--- src/rtl/src_rr_scheduler.sv ---
// Round-robin scheduler merging free-running sources onto one valid/ready stream.
// Each source owns a small FIFO; per-source drop counters record beats lost to a full FIFO.
module src_rr_scheduler #(
  parameter int NUM_SRC = 3,
  parameter int DATA_W  = 8,
  parameter int DEPTH   = 2,
  parameter int CNT_W   = 8
) (
  input  logic                         clock,
  input  logic                         reset,
  input  logic [NUM_SRC*DATA_W-1:0]    src_data,
  input  logic [NUM_SRC-1:0]           src_valid,
  output logic [DATA_W-1:0]            out_data,
  output logic [$clog2(NUM_SRC)-1:0]   out_src,
  output logic                         out_valid,
  input  logic                         out_ready,
  input  logic                         clear_stats,
  output logic [NUM_SRC*CNT_W-1:0]     drop_count,
  output logic [NUM_SRC-1:0]           overflow
);

  localparam int SW = $clog2(NUM_SRC);
  localparam int PW = $clog2(DEPTH);
  localparam int CW = PW + 1;

  logic [DATA_W-1:0] mem      [NUM_SRC][DEPTH];
  logic [PW-1:0]     rd_ptr   [NUM_SRC];
  logic [PW-1:0]     wr_ptr   [NUM_SRC];
  logic [CW-1:0]     fill     [NUM_SRC];
  logic [CNT_W-1:0]  drop_cnt [NUM_SRC];
  logic [SW-1:0]     rr_ptr;

  logic [NUM_SRC-1:0] non_empty;
  logic [NUM_SRC-1:0] full;
  logic [NUM_SRC-1:0] push;
  logic [NUM_SRC-1:0] pop;
  logic [NUM_SRC-1:0] drop;
  logic               load;
  logic               grant_found;
  logic [SW-1:0]      grant;
  int                 scan_idx;

  // Output handshake: a beat transfers on a rising edge where out_valid && out_ready.
  // out_data/out_src stay stable while out_valid && !out_ready; the output
  // register reloads whenever it is empty or its beat is being accepted.
  assign load = !out_valid || out_ready;

  always_comb begin
    for (int i = 0; i < NUM_SRC; i++) begin
      non_empty[i] = (fill[i] != '0);
      full[i]      = (fill[i] == CW'(DEPTH));
    end
  end

  // First non-empty FIFO at or after the RR pointer, wrapping at NUM_SRC.
  always_comb begin
    grant_found = 1'b0;
    grant       = '0;
    scan_idx    = 0;
    for (int k = 0; k < NUM_SRC; k++) begin
      scan_idx = int'(rr_ptr) + k;
      if (scan_idx >= NUM_SRC) scan_idx = scan_idx - NUM_SRC;
      if (!grant_found && non_empty[SW'(scan_idx)]) begin
        grant_found = 1'b1;
        grant       = SW'(scan_idx);
      end
    end
  end

  always_comb begin
    for (int i = 0; i < NUM_SRC; i++) begin
      pop[i]  = load && grant_found && (grant == SW'(i));
      // A full FIFO still accepts a beat when it is popped at the same edge.
      push[i] = src_valid[i] && (!full[i] || pop[i]);
      drop[i] = src_valid[i] && full[i] && !pop[i];
    end
  end

  always_ff @(posedge clock) begin
    for (int i = 0; i < NUM_SRC; i++) begin
      if (reset && push[i]) mem[i][wr_ptr[i]] <= src_data[i*DATA_W +: DATA_W];
    end
  end

  always_ff @(posedge clock) begin
    if (!reset) begin
      for (int i = 0; i < NUM_SRC; i++) begin
        rd_ptr[i]   <= '0;
        wr_ptr[i]   <= '0;
        fill[i]     <= '0;
        drop_cnt[i] <= '0;
      end
      overflow  <= '0;
      out_valid <= 1'b0;
      out_data  <= '0;
      out_src   <= '0;
      rr_ptr    <= '0;
    end else begin
      for (int i = 0; i < NUM_SRC; i++) begin
        if (push[i]) wr_ptr[i] <= wr_ptr[i] + PW'(1);
        if (pop[i])  rd_ptr[i] <= rd_ptr[i] + PW'(1);
        fill[i] <= fill[i] + CW'(push[i]) - CW'(pop[i]);
        if (clear_stats) begin
          drop_cnt[i] <= '0;
          overflow[i] <= 1'b0;
        end else if (drop[i]) begin
          if (drop_cnt[i] != {CNT_W{1'b1}}) drop_cnt[i] <= drop_cnt[i] + CNT_W'(1);
          overflow[i] <= 1'b1;
        end
      end
      if (load) begin
        if (grant_found) begin
          out_valid <= 1'b1;
          out_data  <= mem[grant][rd_ptr[grant]];
          out_src   <= grant;
          rr_ptr    <= (grant == SW'(NUM_SRC - 1)) ? '0 : grant + SW'(1);
        end else begin
          out_valid <= 1'b0;
        end
      end
    end
  end

  for (genvar g = 0; g < NUM_SRC; g++) begin : g_drop
    assign drop_count[g*CNT_W +: CNT_W] = drop_cnt[g];
  end

endmodule

--- config.mk ---
export PLATFORM = sky130hd
export DESIGN_NAME = src_rr_scheduler
export DESIGN_NICKNAME = d
export VERILOG_FILES = /design/src/rtl/src_rr_scheduler.sv
export SDC_FILE = /design/constraint.sdc
export NUM_CORES = 1
export LEC_CHECK = 0
export BUFFER_PORTS_ARGS = -buffer_cell sky130_fd_sc_hd__buf_2
export CAP_MARGIN = 20
export CORE_MARGIN = 2
export CORE_UTILIZATION = 50
export CTS_CLUSTER_DIAMETER = 50
export DETAILED_ROUTE_END_ITERATION = 10
export PLACE_DENSITY = 0.71
export SYNTH_ARGS = -nofsm -noshare
export SYNTH_HDL_FRONTEND = slang
export SYNTH_SLANG_ARGS = --single-unit
--- constraint.sdc ---
create_clock -name clock -period 6.53 [get_ports clock]
set_input_delay 1.306 -clock clock [delete_from_list [all_inputs] [get_ports clock]]
set_output_delay 1.306 -clock clock [all_outputs]
set_load 0.01 [all_outputs]
* Yosys cells after proc, flatten, opt, wreduce, memory -nomap -nowiden *
Memory sizes are Yosys's and may differ from the RTL's.
Cells that the tools add are included.

storage, ports and cells
  output and inout bits = 38
  memories = 5
  word-level logic and storage cells = 202
  RAM bits = 84
  input port bits = 31
  bits in registers = 16

memory list
  memory    words  width  rd ports  clocked after memory_dff  write ports  line  RTL
  mem       3      16     1         0                         3            26    logic [DATA_W-1:0] mem [NUM_SRC][DEPTH];
  drop_cnt  3      8      3         0                         3            30    logic [CNT_W-1:0] drop_cnt [NUM_SRC];
  fill      3      2      3         0                         3            29    logic [CW-1:0] fill [NUM_SRC];
  rd_ptr    3      1      4         0                         3            27    logic [PW-1:0] rd_ptr [NUM_SRC];
  wr_ptr    3      1      3         0                         3            28    logic [PW-1:0] wr_ptr [NUM_SRC];

cells by class
  equal/unequal tests = 8
  order comparisons = 13
  reduce and logical (&&, ||, !) cells = 40
  mux-type cells = 88
  add/subtract/negate cells = 21
  bitwise operators = 20

operator list
  operator                                                                             count
  8-bit two-way mux                                                                    12
  1-bit two-way mux                                                                    57
  16-bit two-way mux                                                                   3
  8-bit by 1-bit adder with 8-bit output, second input constant                        3
  8-bit demux with 1-bit select                                                        3
  8-bit != test, second input constant                                                 3
  1-bit logical AND                                                                    21
  2-bit two-way mux                                                                    10
  1-bit OR                                                                             15
  2-bit by 4-bit < comparator with 1-bit output, second input constant                 3
  2-bit greater-or-equal comparator, second input constant                             5
  1-bit zero test                                                                      9
  2-bit == test, second input constant                                                 4
  1-bit inverter with 2-bit output                                                     4
  1-bit adder, second input constant                                                   6
  2-bit by 1-bit adder with 2-bit output                                               3
  1-bit binary-select mux with 2-bit select                                            3
  3-bit by 2-bit greater-or-equal comparator with 1-bit output, second input constant  2
  2-bit by 1-bit < comparator with 1-bit output, second input constant                 3
  2-bit nonzero test                                                                   3
  2-bit by 1-bit subtractor with 2-bit output                                          3
  2-bit subtractor, second input constant                                              3
  1-bit logical OR                                                                     4
  2-bit by 1-bit adder with 3-bit output, second input constant                        1
  7 further kinds                                                                      7

* Longest topological paths before layout *
Gate-level depths: netlist of run 1.

  word-level depth = 21
  depth in mapped cells = 15
  gate-level depth less buffers = 14

* Worst setup path before layout of run 1 *
Ideal clock, no wire load.

  path kind = input to register
  from = input port out_ready
  to = memory mem[0][10] (netlist bit), enable pin
  data required time = 6.145 ns
  arrival = 2.601 ns
  stages = 4
  buffers on the path = 0
  setup time = 0.385 ns
  setup slack = 3.544 ns
  cells stage by stage = nor2b_1 o31ai_1 nand2_1 nor3b_1

RTL lines
  item             line  RTL
  start, declared  16    input logic out_ready,
  end, declared    26

==> run_results.csv, run 1 <==
group,metric,value,unit
global_routing,grt_first_pass_wirelength,13800,um
clocking,h_tree_depth_reported_by_cts,3,
clocking,cts.repair.resized,0,
worst_setup_path,critical_path.endpoint_type,"flip-flop",
routing,first_iter_violations,108,
status,run_status,"complete, no violations",
die,io_pins,69,
yosys,synth_top_area_cell,"edfxtp_1",
die,die_y,100,um
placed_design,number_of_buffer_cells_added_on_primary_ports,68,
timing,final_period_minus_worst_setup_slack,3.54,ns
yosys,synth_edf_count,78,
routing,total_number_of_vias,2952,
worst_setup_path,crit_path_start_kind,"flip-flop",
yosys,synth_cells,369,
global_routing,total_routing_resource_utilization_after_global_routing,0.180,
yosys,yosys_warnings,0,
worst_setup_path,reg2reg_from,"rr_ptr[0]",
global_routing,first_global_vias,2828,
timing,setup-violations-final,0,
worst_setup_path,timing.critical_path.arrival,3.61,ns
routing,detail_route.wirelength,8760,um
yosys,synth-main-ff-cell,"edfxtp_1",
routing,drc_errors,0,
clocking,clk_path_buf_depth,2,
finish,post-route-util,0.579,
clocking,clk_pin_slew,0.10,ns
worst_setup_path,cp_slowest_cell,"o2111ai_2",
finish,drive_gt1_frac,0.224,
routing,post_drt_via_cell_ratio,5.30,
min_path,hp-class,"flip-flop to flip-flop",
die,standard_cell_rows,35,
timing,skew,0.00984,ns
yosys,synth_seq_area_share,0.600,
global_routing,grt_start_max_net_pins,38,
worst_setup_path,cp.buffers_inverters,2,
yosys,netlist_top_cells_area,"edfxtp_1 (50%), dfxtp_1 (9.5%), mux4_1 (4.0%)",
job,maxCapViolations,0,
finish,post_layout_net_count,483,
yosys,synth_cell_type_count,55,
timing,setup_total_negative_slack,0,ns
pwr,vdd.ir_drop.worst,0.187,mV
yosys,syn_area_per_cell,12.6,um^2
clocking,cts_post_setup_buffers_inserted,0,
clocking,cts_tree,"built",
timing,unrepaired_setup_endpoints_after_global_routing,"false",
die,die_w,100,um
worst_setup_path,critPathLaunch,"rr_ptr[0]",
yosys,post_synthesis_sequential_element_count,100,
clocking,worstSkewPairLatency,0.37,ns
timing,max_freq,0.282,GHz
finish,num_antenna_cells,0,
timing,hold_viol_final,0,
global_routing,antenna_found_initial,0,
worst_setup_path,cp_data_required_time,6.60,ns
worst_setup_path,critical_path_class,"flip-flop to flip-flop",
yosys,netlist_area,4640,um^2
routing,detail_route.wl_per_cell,15.7,um
timing,worst_slew_margin_rel,0.394,
die,core_area,9110,um^2
worst_setup_path,cp_max_fo,13,
finish,filler_cell_count,782,
yosys,synthArstFlopShare,0,
die,dieArea,10100,um^2
routing,number_of_optimization_iterations_in_the_first_detailed_route_pass,4,
clocking,tritoncts.num_buffers,9,
worst_setup_path,cpPeakStageDelay,0.68,ns
timing,share_of_the_cycle_needed_by_the_critical_path_after_routing,0.542,
timing,slew_at_the_pin_closest_to_its_max_slew_limit,0.906,ns
worst_setup_path,cp_cell_sequence,"inv_1, ha_1, nor3b_2, o2111ai_2, o21ai_0, o31ai_1, nand2_1, nor3b_1, buf_2",
clocking,ctsRootBufferMaster,"clkbuf_8",
die,floorplan.initialDensity,0.509,
yosys,synthDominantCellAreaShare,0.505,
pwr,cellPowerDensity,402,nW/um^2
clocking,cts.sink_count,100,
worst_setup_path,cpLargestDelayFamily,"compound AO/OA/AOI/OAI gates",
clocking,post_cts_hold_buffer_count,0,
placed_design,place_congestion,0.779,
routing,drtAntennaViolNets,0,
timing,final_max_slew_viol_count,0,
pwr,power_leakage,0.00224,uW
placed_design,detailed_place_hpwl,6200,um
min_path,min_from,"overflow[2]",
finish,syn_to_final_growth,13.8,%
global_routing,grt_overflow_total,0,
yosys,synth.net_count,411,
-- flip-flops by register name, summed over array words and instances (netlist names) --
register,count
out_src,2
wr_ptr,3
fill,6
rr_ptr,2
overflow,3
out_valid,1
out_data,8
mem,48
drop_cnt,24
rd_ptr,3
-- cell families (layout without fill, tap and decap cells) --
kind of cell,Yosys count,after routing,share of synthesized area
AO/OA/AOI/OAI,51,51,0.0841
XOR/XNOR,22,22,0.0415
adder cells (fa/ha/maj),11,11,0.0297
buffers and inverters,44,121,0.0415
flip-flops,100,100,0.600
multiplexers,24,24,0.0790
AND/OR/NAND/NOR,117,117,0.124
-- worst min-delay path: stages (launching register included) --
cell and delay [ns]:
dfxtp_1 0.32, nand2_1 0.05, nand2_1 0.04
-- layer usage --
metal  vias to the layer above  global-route usage  part of all wire
li1                       1474                   -                 -
met1                      1406               0.239              0.47
met2                        63               0.295              0.48
met3                         9              0.0418             0.041
met4                         0              0.0537             0.012
met5                         -                   0                 0
-- Yosys cell counts (all sizes together) (2+ instances only) --
cell type,number
o2111ai,2
mux4,8
a21oi,12
o21ai,15
buf,5
nor3b,5
nand2,26
ha,11
nor2b,4
inv,36
and2,7
a21boi,4
or2,3
nand2b,4
and3,6
dfxtp,22
xnor2,14
mux2i,16
xor2,8
o31ai,3
edfxtp,78
nor2,40
or3,2
o21bai,2
clkbuf,3
nand3,15
-- stage by stage --
stage                     setup slack, ns  area, um^2  hold slack [ns]  total power, uW  std cells
after floorplan                      3.54        4640            0.460             1560        369
after global placement               2.77        5060            0.444             1700        540
after detailed placement             3.01        5070            0.445             1730        541
after CTS                            3.00        5280            0.460             2150        557
after global routing                 2.74        5280            0.486             2260        557
final                                2.99        5280            0.452             2120        557
-- power by group --
group	switching, uW	internal [uW]	total (uW)
combinational	469	380	849
sequential	62.7	801	863
clock	228	184	411
total	759	1360	2120
-- final cells by class --
type,count,area (um^2),share of cell area
clock buffer,9,124,0.0235
timing repair buffer,69,345,0.0654
inverter,36,135,0.0256
clock inverter,7,87.6,0.0166
multi-input combinational,225,1660,0.315
tap,111,139,0.0263
sequential,100,2780,0.527
-- layout by cell type, fill, tap and decap left out, drive strengths merged, types with 2 or more instances in the layout --
cell type,Yosys,final
o2111ai,2,2
nor2,40,40
buf,5,69
nor2b,4,4
o31ai,3,3
ha,11,11
a21boi,4,4
mux4,8,8
xnor2,14,14
and2,7,7
or2,3,3
mux2i,16,16
a21oi,12,12
and3,6,6
nand3,15,15
dfxtp,22,22
clkinv,0,4
inv,36,37
xor2,8,8
o21ai,15,15
edfxtp,78,78
nor3b,5,5
nand2,26,26
or3,2,2
o21bai,2,2
clkbuf,3,9
nand2b,4,4
-- path summary, 6_finish.rpt --
kind | endpoint | cells after the start | slack, ns
setup reg to reg | mem[0][14] | 9 | 2.99
setup / recovery | mem[0][14] | 9 | 2.99
hold reg to reg | overflow[2] | 2 | 0.45
hold / removal | overflow[2] | 2 | 0.45
No activity file was read; power rests on OpenSTA's default activity.
==> inputs of run 2 (changes only) <==
--- a/config.mk
+++ b/config.mk
@@ -11,7 +11,7 @@
 export CORE_UTILIZATION = 50
 export CTS_CLUSTER_DIAMETER = 50
 export DETAILED_ROUTE_END_ITERATION = 10
-export PLACE_DENSITY = 0.71
+export PLACE_DENSITY = 0.74
 export SYNTH_ARGS = -nofsm -noshare
 export SYNTH_HDL_FRONTEND = slang
 export SYNTH_SLANG_ARGS = --single-unit
==> constraint.sdc (replaced) <==
create_clock -name clock -period 3.05 [get_ports clock]
set_input_delay 0.61 -clock clock [delete_from_list [all_inputs] [get_ports clock]]
set_output_delay 0.61 -clock clock [all_outputs]
set_load 0.01 [all_outputs]
==> run 2 against run 1 <==
  * Worst hold slack got worse by 0.032 ns
  * Highest routed layer unchanged
  * Critical path depth up 1
  * Die area did not move
  * Maximum frequency up 24%
  * Clock skew increased by 0.0049 ns
  * Largest power group is now combinational logic
  * Critical endpoint is now out_data[1]
  * Count of clock-buffer cells in the layout is the same
  * First-iteration DRC count grew 71%
==> run_results.csv, run 2 (same netlist as run 1, synthesis figures left out) <==
group,metric,value,unit
status,run_status,"complete, no violations",
finish,layout_common_cells,"edfxtp_1 (78), buf_2 (68), nor2_1 (39), inv_1 (36), nand2_1 (25)",
finish,mostFrequentLayoutCell,"edfxtp_1",
timing,fin_worst_hold_slack,0.420,ns
placed_design,number_of_buffer_cells_added_on_primary_ports,68,
die,die_y,100,um
routing,drtAntennaViolNets,0,
routing,first_iter_violations,185,
pwr,power_leakage,0.00231,uW
routing,detail_route.wirelength,9020,um
die,floorplan.initialDensity,0.509,
routing,drc_errors,0,
placed_design,place_worst_setup_slack,0.174,ns
finish,syn_to_final_growth,16.5,%
worst_setup_path,crit_path_start_kind,"flip-flop",
clocking,clk_pin_slew,0.11,ns
routing,detail_route.wl_per_cell,15.8,um
global_routing,grt_start_max_net_pins,36,
worst_setup_path,critical_path_class,"flip-flop to flip-flop",
global_routing,antenna_found_initial,0,
routing,total_number_of_vias,3041,
timing,slew_at_the_pin_closest_to_its_max_slew_limit,0.503,ns
worst_setup_path,cp_max_fo,8,
clocking,cts.sink_count,100,
clocking,worstSkewPairLatency,0.37,ns
finish,drive_gt1_frac,0.252,
min_path,min_path_cells,1,
timing,skew,0.0148,ns
die,dieArea,10100,um^2
worst_setup_path,cp_data_required_time,3.35,ns
clocking,clk_path_buf_depth,2,
finish,largest_register_ff_count,48,
timing,share_of_the_cycle_needed_by_the_critical_path_after_routing,0.938,
global_routing,grt_first_pass_wirelength,14300,um
die,core_area,9110,um^2
global_routing,first_global_vias,2959,
pwr,vdd.ir_drop.worst,0.369,mV
clocking,h_tree_depth_reported_by_cts,3,
timing,unrepaired_setup_endpoints_after_global_routing,"false",
finish,post_layout_net_count,498,
global_routing,grt_overflow_total,0,
die,io_pins,69,
worst_setup_path,timing.critical_path.arrival,3.16,ns
worst_setup_path,critical_path.endpoint_type,"flip-flop",
global_routing,total_routing_resource_utilization_after_global_routing,0.185,
clocking,ctsRootBufferMaster,"clkbuf_8",
job,maxCapViolations,0,
worst_setup_path,reg2reg_setup_slack,0.19,ns
die,standard_cell_rows,35,
routing,number_of_optimization_iterations_in_the_first_detailed_route_pass,4,
timing,final_max_slew_viol_count,0,
min_path,hp-class,"input port to flip-flop",
placed_design,detailed_place_hpwl,6400,um
clocking,tritoncts.num_buffers,9,
timing,worst_slew_margin_rel,0.665,
min_path,min_delay_endpoint,"mem[2][8]",
clocking,cts_tree,"built",
min_path,min_from,"src_data[16]",
placed_design,place_congestion,0.854,
worst_setup_path,timing.rr.end,"out_data[1]",
worst_setup_path,r2r_cells,10,
timing,postLayoutSetupSlackWorst,0.189,ns
timing,final_period_minus_worst_setup_slack,2.86,ns
finish,num_antenna_cells,0,
timing,setup-violations-final,0,
timing,hold_viol_final,0,
worst_setup_path,reg2reg_from,"rr_ptr[1]",
pwr,cellPowerDensity,869,nW/um^2
timing,setup_total_negative_slack,0,ns
timing,max_freq,0.350,GHz
routing,post_drt_via_cell_ratio,5.32,
die,die_w,100,um
==> run 2: cell type report <==
type | instances | area [um^2]
Multi-Input combinational cell | 225 | 1670
Fill cell | 751 | 3700
Clock buffer | 9 | 124
Clock inverter | 7 | 92.6
Inverter | 36 | 135
Tap cell | 111 | 139
Sequential cell | 100 | 2780
Timing Repair Buffer | 84 | 460
==> run 2: critical path, cell delays in order, from the launching register on <==
cell,delay (ns)
dfxtp_1,0.37
inv_1,0.05
ha_1,0.29
or2_4,0.31
o2111ai_2,0.26
buf_4,0.21
buf_4,0.17
nor2_1,0.07
a21oi_4,0.32
mux4_1,0.61
a21oi_1,0.16
==> run 2: metrics by stage <==
step                       util  cell area [um^2]  instances  total power (uW)
final                     0.594              5410        572              4700
after global routing      0.594              5410        572              4980
after CTS                 0.593              5400        572              4720
after detailed placement  0.569              5180        556              3800
after global placement    0.569              5180        556              3730
after floorplan               -              4640        369              3340
==> run 2: routing by layer <==
metal  global-route usage  part of all wire  up-vias
li1                     -                 -     1500
met1                0.242              0.45     1461
met2                0.311              0.50       63
met3               0.0390             0.038       17
met4               0.0590             0.017        0
met5                    0                 0        -
==> run 2: worst max-delay path by stage <==
stage,startpoint,end,slack (ns),cells after the start
after floorplan,rr_ptr[0],mem[0][10],0.20,8
after global placement,rr_ptr[0],out_data[3],0.27,10
after detailed placement,rr_ptr[0],fill[0][5],0.17,13
after CTS,rr_ptr[0],fill[0][5],0.13,13
after global routing,rr_ptr[1],out_data[4],0.04,10
final,rr_ptr[1],out_data[1],0.19,10
==> run 2: timing repair <==
action / 4_1_cts / 5_1_grt
hold buffers: 0 / 0
buffers inserted: 0 / 0
endpoints found under the setup margin: 0 / 6
resized for setup: 0 / 2
==> run 2: report_power, final <==
part / internal (uW) / switching (uW) / leakage [uW]
clock network: 401 / 504 / 0.000109
registers: 1710 / 139 / 0.000953
logic: 906 / 1030 / 0.00125
total: 3020 / 1680 / 0.00231
